--- config.mk ---
export PLATFORM = sky130hd
export DESIGN_NAME = mem_stage_flat
export DESIGN_NICKNAME = d
export VERILOG_FILES = /design/src/rtl/mem_stage_if.sv /design/src/rtl/mem_stage.sv /design/src/flat_wrapper.sv
export SDC_FILE = /design/constraint.sdc
export NUM_CORES = 1
export LEC_CHECK = 0
export CORE_MARGIN = 2
export CORE_UTILIZATION = 40
export CTS_CLUSTER_DIAMETER = 200
export DETAILED_ROUTE_END_ITERATION = 7
export PLACE_DENSITY = 0.77
export SLEW_MARGIN = 15
export SYNTH_ARGS = -nofsm -noshare
export SYNTH_HDL_FRONTEND = slang
export SYNTH_SLANG_ARGS = --single-unit
--- constraint.sdc ---
create_clock -name CLK -period 2.6 [get_ports CLK]
set_clock_uncertainty 0.15 [all_clocks]
set_input_delay 0.39 -clock CLK [delete_from_list [all_inputs] [get_ports CLK]]
set_output_delay 0.39 -clock CLK [all_outputs]
set_load 0.1 [all_outputs]
--- src/rtl/mem_stage_if.sv ---
// mem_stage_if -- data-memory request/acknowledge bus between the memory
// stage (master) and the data memory (slave).
//
//   req    master->slave  request pending, held until ack
//   we     master->slave  1 = write, 0 = read
//   addr   master->slave  word-aligned byte address
//   wdata  master->slave  lane-replicated write data
//   be     master->slave  byte enables, one per lane
//   ack    slave->master  request completes this cycle
//   rdata  slave->master  read word, valid with ack
interface mem_stage_if;
  logic        req;
  logic        we;
  logic [31:0] addr;
  logic [31:0] wdata;
  logic [3:0]  be;
  logic        ack;
  logic [31:0] rdata;

  modport master (
    output req, we, addr, wdata, be,
    input  ack, rdata
  );

  modport slave (
    input  req, we, addr, wdata, be,
    output ack, rdata
  );
endinterface

--- src/rtl/mem_stage.sv ---
// mem_stage -- memory-access / writeback stage.
//
// Accepts one instruction when valid && !busy, performs the data-memory
// access over the dmem req/ack bus (lane alignment, byte enables, load
// extension) and drives the register-file write port.
//
// Ports:
//   CLK, RST_X        clock, asynchronous active-low reset
//   valid             instruction present on the inputs
//   store, load       access type strobes
//   funct3            access size / signedness
//   addr              effective byte address
//   wd_mem            store data, right-justified
//   we_reg, wd_reg    writeback request and data for non-load instructions
//   rd_in             destination register
//   busy              stage occupied, upstream must hold
//   dmem              data-memory bus (master side)
//   wb_en/wb_rd/wb_data  register-file write port, one-cycle strobe
//   misalign          one-cycle pulse: misaligned or illegal access
//   timeout           one-cycle pulse: memory did not answer in time
//
// Build option: define MEM_TIMEOUT_EN to enable the access watchdog
// (TIMEOUT_CYC request cycles). Without it the stage waits indefinitely
// and timeout is tied low.
//
// state    | meaning
// ---------+--------------------------------------------------------
// S_IDLE   | ready; non-memory ops and faults complete from here
// S_ACCESS | dmem.req high, waiting for dmem.ack
// S_WB     | load data registered, wb_en strobing this cycle
module mem_stage #(
  parameter int unsigned TIMEOUT_CYC = 255
) (
  input  logic        CLK,
  input  logic        RST_X,
  input  logic        valid,
  input  logic        store,
  input  logic        load,
  input  logic [2:0]  funct3,
  input  logic [31:0] addr,
  input  logic [31:0] wd_mem,
  input  logic        we_reg,
  input  logic [31:0] wd_reg,
  input  logic [4:0]  rd_in,
  output logic        busy,
  mem_stage_if.master dmem,
  output logic        wb_en,
  output logic [4:0]  wb_rd,
  output logic [31:0] wb_data,
  output logic        misalign,
  output logic        timeout
);

  typedef enum logic [1:0] {S_IDLE, S_ACCESS, S_WB} state_t;

  state_t      state_q, state_d;
  logic        req_q, req_d;
  logic        we_q, we_d;
  logic [31:0] addr_q, addr_d;
  logic [31:0] wdata_q, wdata_d;
  logic [3:0]  be_q, be_d;
  logic        wb_en_q, wb_en_d;
  logic [4:0]  wb_rd_q, wb_rd_d;
  logic [31:0] wb_data_q, wb_data_d;
  logic        misalign_q, misalign_d;
  logic [2:0]  ld_f3_q, ld_f3_d;
  logic [1:0]  ld_ofs_q, ld_ofs_d;
  logic [4:0]  ld_rd_q, ld_rd_d;

`ifdef MEM_TIMEOUT_EN
  localparam int unsigned CNT_W = ($clog2(TIMEOUT_CYC + 1) > 8) ? $clog2(TIMEOUT_CYC + 1) : 8;
  logic [CNT_W-1:0] cnt_q, cnt_d;
  logic             timeout_q, timeout_d;
`else
  // The watchdog length has no meaning without the watchdog.
  logic unused_timeout_cfg;
  assign unused_timeout_cfg = ^TIMEOUT_CYC;
`endif

  // Decode of the instruction currently on the inputs.
  logic        is_byte, is_half, is_word;
  logic        f3_ld_ok, f3_st_ok, aligned, mem_ok;
  logic [3:0]  be_new;
  logic [31:0] wdata_new;

  always_comb begin
    is_byte  = (funct3[1:0] == 2'b00);
    is_half  = (funct3[1:0] == 2'b01);
    is_word  = (funct3[1:0] == 2'b10);
    f3_ld_ok = (funct3 == 3'b000) || (funct3 == 3'b001) || (funct3 == 3'b010) ||
               (funct3 == 3'b100) || (funct3 == 3'b101);
    f3_st_ok = !funct3[2] && (funct3[1:0] != 2'b11);
    aligned  = is_byte || (is_half && !addr[0]) || (is_word && (addr[1:0] == 2'b00));
    // load && store together falls out of both terms and faults.
    mem_ok   = ((load && !store && f3_ld_ok) || (store && !load && f3_st_ok)) && aligned;

    if (is_word)      be_new = 4'b1111;
    else if (is_half) be_new = 4'b0011 << addr[1:0];
    else              be_new = 4'b0001 << addr[1:0];

    if (is_byte)      wdata_new = {4{wd_mem[7:0]}};
    else if (is_half) wdata_new = {2{wd_mem[15:0]}};
    else              wdata_new = wd_mem;
  end

  // Load extraction from the acknowledged read word.
  logic [31:0] rd_lane;
  logic [31:0] ld_ext;

  always_comb begin
    rd_lane = dmem.rdata >> {ld_ofs_q, 3'b000};
    case (ld_f3_q)
      3'b000:  ld_ext = {{24{rd_lane[7]}}, rd_lane[7:0]};
      3'b001:  ld_ext = {{16{rd_lane[15]}}, rd_lane[15:0]};
      3'b100:  ld_ext = {24'd0, rd_lane[7:0]};
      3'b101:  ld_ext = {16'd0, rd_lane[15:0]};
      default: ld_ext = dmem.rdata;
    endcase
  end

  always_comb begin
    state_d    = state_q;
    req_d      = req_q;
    we_d       = we_q;
    addr_d     = addr_q;
    wdata_d    = wdata_q;
    be_d       = be_q;
    wb_en_d    = 1'b0;
    wb_rd_d    = wb_rd_q;
    wb_data_d  = wb_data_q;
    misalign_d = 1'b0;
    ld_f3_d    = ld_f3_q;
    ld_ofs_d   = ld_ofs_q;
    ld_rd_d    = ld_rd_q;
`ifdef MEM_TIMEOUT_EN
    cnt_d      = cnt_q;
    timeout_d  = 1'b0;
`endif

    case (state_q)
      S_IDLE: begin
        if (valid) begin
          if (mem_ok) begin
            state_d  = S_ACCESS;
            req_d    = 1'b1;
            we_d     = store;
            addr_d   = {addr[31:2], 2'b00};
            wdata_d  = wdata_new;
            be_d     = be_new;
            ld_f3_d  = funct3;
            ld_ofs_d = addr[1:0];
            ld_rd_d  = rd_in;
`ifdef MEM_TIMEOUT_EN
            // Down-counter reaches zero in the last allowed request cycle.
            cnt_d    = CNT_W'(TIMEOUT_CYC - 1);
`endif
          end else if (load || store) begin
            misalign_d = 1'b1;
          end else begin
            wb_en_d   = we_reg && (rd_in != 5'd0);
            wb_rd_d   = rd_in;
            wb_data_d = wd_reg;
          end
        end
      end

      S_ACCESS: begin
        // Ack is checked ahead of expiry so a last-cycle ack completes normally.
        if (dmem.ack) begin
          req_d = 1'b0;
          we_d  = 1'b0;
          if (we_q) begin
            state_d = S_IDLE;
          end else begin
            state_d   = S_WB;
            wb_en_d   = (ld_rd_q != 5'd0);
            wb_rd_d   = ld_rd_q;
            wb_data_d = ld_ext;
          end
        end
`ifdef MEM_TIMEOUT_EN
        else if (cnt_q == '0) begin
          req_d     = 1'b0;
          we_d      = 1'b0;
          timeout_d = 1'b1;
          state_d   = S_IDLE;
        end else begin
          cnt_d = cnt_q - 1'b1;
        end
`endif
      end

      S_WB: begin
        state_d = S_IDLE;
      end

      default: begin
        state_d = S_IDLE;
        req_d   = 1'b0;
        we_d    = 1'b0;
      end
    endcase
  end

  always_ff @(posedge CLK or negedge RST_X) begin
    if (!RST_X) begin
      state_q <= S_IDLE;
    end else begin
      state_q <= state_d;
    end
  end

  always_ff @(posedge CLK or negedge RST_X) begin
    if (!RST_X) begin
      req_q      <= 1'b0;
      we_q       <= 1'b0;
      addr_q     <= '0;
      wdata_q    <= '0;
      be_q       <= '0;
      wb_en_q    <= 1'b0;
      wb_rd_q    <= '0;
      wb_data_q  <= '0;
      misalign_q <= 1'b0;
      ld_f3_q    <= '0;
      ld_ofs_q   <= '0;
      ld_rd_q    <= '0;
    end else begin
      req_q      <= req_d;
      we_q       <= we_d;
      addr_q     <= addr_d;
      wdata_q    <= wdata_d;
      be_q       <= be_d;
      wb_en_q    <= wb_en_d;
      wb_rd_q    <= wb_rd_d;
      wb_data_q  <= wb_data_d;
      misalign_q <= misalign_d;
      ld_f3_q    <= ld_f3_d;
      ld_ofs_q   <= ld_ofs_d;
      ld_rd_q    <= ld_rd_d;
    end
  end

`ifdef MEM_TIMEOUT_EN
  always_ff @(posedge CLK or negedge RST_X) begin
    if (!RST_X) begin
      cnt_q     <= '0;
      timeout_q <= 1'b0;
    end else begin
      cnt_q     <= cnt_d;
      timeout_q <= timeout_d;
    end
  end
  assign timeout = timeout_q;
`else
  assign timeout = 1'b0;
`endif

  assign busy       = (state_q != S_IDLE);
  assign dmem.req   = req_q;
  assign dmem.we    = we_q;
  assign dmem.addr  = addr_q;
  assign dmem.wdata = wdata_q;
  assign dmem.be    = be_q;
  assign wb_en      = wb_en_q;
  assign wb_rd      = wb_rd_q;
  assign wb_data    = wb_data_q;
  assign misalign   = misalign_q;

endmodule

--- src/flat_wrapper.sv ---
// flat-port wrapper written by rule: the top's interface ports become plain ports
module mem_stage_flat 
#(
  parameter int unsigned TIMEOUT_CYC = 255
)
  (CLK, RST_X, valid, store, load, funct3, addr, wd_mem, we_reg, wd_reg, rd_in, busy, wb_en, wb_rd, wb_data, misalign, timeout, dmem_req, dmem_we, dmem_addr, dmem_wdata, dmem_be, dmem_ack, dmem_rdata);
  mem_stage_if dmem_i ();
  input  logic CLK;
  input  logic RST_X;
  input  logic valid;
  input  logic store;
  input  logic load;
  input  logic [2:0] funct3;
  input  logic [31:0] addr;
  input  logic [31:0] wd_mem;
  input  logic we_reg;
  input  logic [31:0] wd_reg;
  input  logic [4:0] rd_in;
  output logic busy;
  output logic wb_en;
  output logic [4:0] wb_rd;
  output logic [31:0] wb_data;
  output logic misalign;
  output logic timeout;
  output wire logic [$bits(dmem_i.req)-1:0] dmem_req;
  output wire logic [$bits(dmem_i.we)-1:0] dmem_we;
  output wire logic [$bits(dmem_i.addr)-1:0] dmem_addr;
  output wire logic [$bits(dmem_i.wdata)-1:0] dmem_wdata;
  output wire logic [$bits(dmem_i.be)-1:0] dmem_be;
  input wire logic [$bits(dmem_i.ack)-1:0] dmem_ack;
  input wire logic [$bits(dmem_i.rdata)-1:0] dmem_rdata;
  assign dmem_req = dmem_i.req;
  assign dmem_we = dmem_i.we;
  assign dmem_addr = dmem_i.addr;
  assign dmem_wdata = dmem_i.wdata;
  assign dmem_be = dmem_i.be;
  assign dmem_i.ack = dmem_ack;
  assign dmem_i.rdata = dmem_rdata;
  mem_stage #(.TIMEOUT_CYC(TIMEOUT_CYC)) u_core (.CLK(CLK), .RST_X(RST_X), .valid(valid), .store(store), .load(load), .funct3(funct3), .addr(addr), .wd_mem(wd_mem), .we_reg(we_reg), .wd_reg(wd_reg), .rd_in(rd_in), .busy(busy), .dmem(dmem_i), .wb_en(wb_en), .wb_rd(wb_rd), .wb_data(wb_data), .misalign(misalign), .timeout(timeout));
endmodule
**After elaboration in Yosys (flattened, before gate mapping)**

Cells that the tools add are included.

- Logic and storage cells: 108
- Input port bits: 143
- Output and inout port bits: 111
- Flip-flop bits (word level): 119

- Reductions and logical operators: 34
- Bitwise gates (word level): 1
- Multiplexer cells: 39
- Equality and inequality tests: 18
- Shifts and indexed selects: 3

Operators by type and width:

| operator | number |
|---|---|
| two-way mux 32 bit | 7 |
| one-hot mux 32 bit (4 select lines) | 1 |
| one-hot mux 32 bit (2 select lines) | 1 |
| >> shifter 32 x 5 -> 16 bit | 1 |
| two-way mux 5 bit | 5 |
| two-way mux 1 bit | 14 |
| == test 3 bit (second input constant) | 4 |
| inequality test 2 bit (second input constant) | 6 |
| one-hot mux 5 bit (2 select lines) | 1 |
| nonzero test 5 bit | 2 |
| logical AND 1 bit | 9 |
| logical OR 1 bit | 8 |
| two-way mux 2 bit | 4 |
| two-way mux 4 bit | 2 |
| == test 3 x 1 -> 1 bit (second input constant) | 2 |
| zero test 2 bit | 3 |
| zero test 3 bit | 2 |
| one-hot mux 1 bit (3 select lines) | 2 |
| AND reduction 3 bit | 2 |
| AND reduction 6 bit | 1 |
| == test 2 x 1 -> 1 bit (second input constant) | 2 |
| == test 2 bit (second input constant) | 2 |
| zero test 1 bit | 4 |
| one-hot mux 2 bit (2 select lines) | 1 |
| 8 further kinds | 9 |

**Longest topological paths before layout**

Gate-level depths: netlist of the first run.

- Word-level depth: 11
- Gate-level depth with buffers: 8
- Gate-level depth less buffers: 4

**Least setup slack after synthesis of the first run**

OpenSTA, ideal clock, no wires.

- Path kind: in2reg
- From: in funct3[0]
- To: reg u_core.addr_q[14] (netlist: u_core.dmem.addr[14])
- Setup slack: 0.319 ns
- Arrival time: 2.003 ns
- Path buffers: 3
- Cell stages on the path: 7
- Data required time: 2.322 ns
- Setup time: 0.128 ns
- Cell sequence: buf_2 or2_1 a221o_1 nor3_2 buf_4 buf_6 mux2_1

- Longest elaborated chain between the ends: 9
- Elaborated cells on any way between the ends: 23
- Those cells by class: eq/ne (7); reduce/logical (16)

RTL lines:

| what | line | text |
|---|---|---|
| from (decl) | flat_wrapper.sv:13 | `input logic [2:0] funct3;` |
| == test 3 x 1 -> 1 bit or zero test 3 bit (tied branches) | mem_stage.sv:90 | `f3_ld_ok = (funct3 == 3'b000) \|\| (funct3 == 3'b001) \|\| (funct3 == 3'b010) \|\|` |
| logical OR 1 bit (3 in a row) | mem_stage.sv:90 |  |
| logical OR 1 bit | mem_stage.sv:91 | `(funct3 == 3'b100) \|\| (funct3 == 3'b101);` |
| logical AND 1 bit | mem_stage.sv:95 | `mem_ok = ((load && !store && f3_ld_ok) \|\| (store && !load && f3_st_ok)) && aligned;` |
| logical OR 1 bit | mem_stage.sv:95 |  |
| logical AND 1 bit * | mem_stage.sv:95 |  |
| AND reduction 3 bit (no line) * | n/a |  |
| to (signal assigned) | mem_stage.sv:230 | `addr_q <= addr_d;` |
| to (decl) | mem_stage.sv:59 | `logic [31:0] addr_q, addr_d;` |

Every way passes the cells marked *; elsewhere a longest branch is shown, timed or not.
A chain may end at the register's enable or synchronous reset.

**Worst setup path in the final report of the first run**

- From: reg u_core.ld_ofs_q[1]
- To: reg u_core.wb_data_q[11] (netlist: u_core.wb_data[11])

- Longest elaborated chain between the ends: 5

RTL lines:

| what | line | text |
|---|---|---|
| from (decl) | mem_stage.sv:67 | `logic [1:0] ld_ofs_q, ld_ofs_d;` |
| from (signal assigned) | mem_stage.sv:238 | `ld_ofs_q <= ld_ofs_d;` |
| >> shifter 32 x 5 -> 16 bit | mem_stage.sv:111 | `rd_lane = dmem.rdata >> {ld_ofs_q, 3'b000};` |
| one-hot mux 32 bit (4 select lines) | mem_stage.sv:112 | `case (ld_f3_q)` |
| two-way mux 32 bit | mem_stage.sv:172 | `if (we_q) begin` |
| two-way mux 32 bit | mem_stage.sv:169 | `if (dmem.ack) begin` |
| one-hot mux 32 bit (2 select lines) | mem_stage.sv:140 | `case (state_q)` |
| to (signal assigned) | mem_stage.sv:235 | `wb_data_q <= wb_data_d;` |
| to (decl) | mem_stage.sv:64 | `logic [31:0] wb_data_q, wb_data_d;` |

No other way between the ends. The select of a mux whose other input is x is not followed.

==> impl_summary.txt, run 1 <==
----------------------------------------------------
[Critical path]
  Critical setup path kind ... reg2reg
  Kind of end point of the critical path ... flop
  Max FO, Critical Path ... 10
  CP Data Arrival Time ... 2.30 ns
  Worst setup SP type ... flop
  Number of cells on the worst reg-to-reg path ... 4
  Required time at the worst-slack endpoint ... 2.68 ns

[Route]
  Post-DR wirelength/cell ... 19.4 µm
  Post-route antenna net violation count ... 0
  DRC violation count after routing ... 0
  Via density ... 5.50
  Via count ... 5376
  Starting DRC count in detailed routing ... 387
  WL final ... 19000 µm
  Number of detailed-route iterations in the first pass ... 7

[Pwr]
  Fraction of power spent switching nets ... 54.1%
  Combinational share of power ... 56.9%
  LEAKAGE ... 0.00402 µW
  VDD IR-drop max ... 0.00103 V
  Int Power ... 5760 µW
  Relative contribution of sequential cells to total power ... 23.7%
  Net switching power of the design ... 6800 µW
  Clock power frac ... 19.4%
  Power density over the cells ... 1380 nW/µm²

[Yosys]
  Post-synth cell types ... 46
  Post-synth EDFFs ... 0
  Adder and majority gate portion of the synthesized area ... 0%
  Fraction of synthesized cell area in xor and xnor cells ... 0.148%
  Share of the synthesized area in the top cell type ... 50.3%
  Summed instance area of the synthesized netlist ... 5930 µm²
  Biggest area consumer among synthesized cells ... dfrtp_1
  Main combinational cell family by area after synthesis ... multiplexers
  Predominant post-synthesis flop cell ... dfrtp_1
  Average size of a mapped cell ... 11.2 µm²
  Count of yosys warnings during synthesis ... 0
  Number of instances in the synthesized netlist ... 530
  Synth Area in Compound Gates ... 13.8%
  Area share of and/or/nand/nor cells after synthesis ... 10.3%
  Most area-consuming cells after synthesis ... dfrtp_1 (50%), mux2_2 (14%), mux2i_1 (3.9%), nand2_1 (3.2%), mux2_1 (3.2%)
  Share of synthesized registers carrying an async set or reset ... 100%
  FF+latch count, synth ... 119
  Share of synthesized area occupied by flip-flops and latches ... 50.3%
  Proportion of synthesized area in mux cells ... 21.2%

[STA]
  Max Freq ... 450 MHz
  Worst slew slack as a fraction of its limit ... 45.2%
  Tmin final ... 2.22 ns
  Final setup violation count ... 0
  Worst Tran Pin Value ... 0.816 ns
  Worst Hold Slack ... 0.202 ns
  Part of the cycle the worst path needs ... 85.5%
  Hold Violations, Final ... 0
  RSZ-0062 raised after global routing ... no
  Setup TNS ... 0 ns
  Max-slew violation count ... 0

[Hold path]
  Hold/Removal Path Class ... in2async

[Layout]
  Antenna Cells ... 0
  Final cell count without fillers ... 977
  Highest-count cells in the layout ignoring fill and taps ... clkdlybuf4s50_1 (141), buf_4 (125), dfrtp_1 (119)
  Layout cells sized above 1 ... 29.9%
  Final core occ ... 62.7%
  Most common cell after layout, fill and taps aside ... clkdlybuf4s50_1
  Area grow syn2layout ... 53.2%
  Final net count ... 923
  Final design area excluding fillers ... 9080 µm²

[Floorplanning]
  Die height ... 126 µm
  Core area ... 14500 µm²
  Starting Density ... 40.9%
  Die area ... 15800 µm²
  DIE WIDTH ... 126 µm
  I/O Pins ... 254
  Cell Rows ... 44

[Clocking]
  Post-CTS setup-driven buffer insertion count ... 0
  Clk buf depth ... 2
  Clk Latency, worst-skew pair ... 0.41 ns
  Clock buffers created by TritonCTS ... 17
  TritonCTS clock tree ... built
  Number of instances resized during post-cts repair ... 0
  Root Buffer ... clkbuf_16
  Number of clock sinks seen by CTS ... 119
  Depth of the CTS H-tree ... 4
  Clock-pin slew reported for the worst setup and hold paths after clock tree synthesis ... 0.05 ns

[Placement]
  IO buf count ... 250
  Final weighted congestion of routability-driven global placement ... 0.885
  Placed Cells incl. Taps ... 944
  DPL Wire Length ... 14000 µm
  Placement Cell Area ... 8460 µm²

[Global route]
  Vias in the first global route ... 5572
  Wire length of the first global-routing pass ... 30000 µm
  Gr ovfl total ... 0
  Largest net degree at the start of global routing ... 85
  Antenna violations before repair ... 0
  Global Route Usage Sum ... 24.2%

[Outcome]
  Outcome ... complete, no violations

[Run]
  MaxCap Viol Count ... 0

----------------------------------------------------
layout make-up:
type	count	area (µm²)
clock buffers	24	462
clock inverters	8	146
fillers	1143	5400
inverters	8	30.0
multi-input cells	359	2710
flip-flops and latches	119	2980
well taps	184	230
repair buffers	275	2520
logic make-up (layout without fill, tap and decap cells):
logic type                Yosys count  count (layout)
AOI/OAI and AO/OA                 115             115
buffers and inverters              54             315
DFF                               119             119
and+or+nand+nor                   126             126
other                               1               3
muxes                             114             114
xor gates and xnor gates            1               1
power groups by stage:
stage	combinational, µW	clock, µW	sequential [µW]
5_1_grt	7360	2570	3060
3_3_place_gp	7090	0	2940
6_report	7140	2440	2970
4_1_cts	7170	2490	2970
3_5_place_dp	7160	0	2980
2_1_floorplan	1160	0	7210
cell usage after synthesis (2+ instances only):
| library cell | count |
|---|---|
| a221oi_1 | 14 |
| mux2_2 | 74 |
| nand2b_1 | 4 |
| a21oi_1 | 20 |
| o2bb2ai_1 | 12 |
| nor2b_1 | 3 |
| inv_1 | 8 |
| nor2_1 | 27 |
| or3_1 | 9 |
| buf_2 | 13 |
| nand3b_1 | 4 |
| o21ai_0 | 20 |
| mux2_1 | 17 |
| o221ai_1 | 17 |
| and3_1 | 15 |
| buf_4 | 5 |
| o22ai_1 | 2 |
| nand2_1 | 51 |
| a21o_1 | 2 |
| nor3_1 | 4 |
| clkbuf_1 | 23 |
| a221o_1 | 2 |
| buf_1 | 3 |
| or4_1 | 3 |
| o31ai_1 | 6 |
| dfrtp_1 | 119 |
| a31oi_1 | 7 |
| buf_6 | 2 |
| mux2i_1 | 23 |
| o21bai_1 | 4 |
| a211oi_1 | 2 |
worst max-delay path, cell delays in order, from the launching register on:
cell      delay, ns
dfrtp_1        0.57
mux2i_1        0.30
o22ai_1        0.15
nor3_1         0.64
a221oi_1       0.23
repair_timing:
action	in CTS	in global routing
hold buffers	1	0
setup endpoints to repair	0	0
endpoints found under the hold margin	119	0
per-stage QoR:
step	power, µW	setup slack [ns]
6_report	12600	0.378
5_1_grt	13000	0.170
4_1_cts	12600	0.391
3_5_place_dp	10100	0.0356
3_3_place_gp	10000	0.0532
2_1_floorplan	8360	0.319
layer usage:
metal  part of all wire [%]  up-vias  wire, µm  track usage, %
li1                       -     2444         -               -
met1                     39     2626      7470            28.8
met2                     49      280      9360            41.0
met3                    9.5       26      1810            7.99
met4                    1.9        0       356            8.82
met5                      0        -         0               0
final timing paths:
check	from	endpoint	slack, ns
max in group asynchronous	RST_X	u_core.wb_data[6]$_DFFE_PN0P_	1.45
min in group CLK	u_core.dmem.req$_DFFE_PN0P_	u_core.dmem.req$_DFFE_PN0P_	0.33
worst min register to register	u_core.dmem.req$_DFFE_PN0P_	u_core.dmem.req$_DFFE_PN0P_	0.33
worst min-delay path	RST_X	u_core.dmem.addr[30]$_DFFE_PN0P_	0.20
worst max register to register	u_core.ld_ofs_q[1]$_DFFE_PN0P_	u_core.wb_data[11]$_DFFE_PN0P_	0.38
worst max-delay path	u_core.ld_ofs_q[1]$_DFFE_PN0P_	u_core.wb_data[11]$_DFFE_PN0P_	0.38
Power figures use the tool's default switching activity.
==> run 2: changes to the inputs <==
- HOLD_SLACK_MARGIN: not set -> 0.06
==> results of run 2 <==
No change in the layout: final DEF, timing and power equal those of run 1.
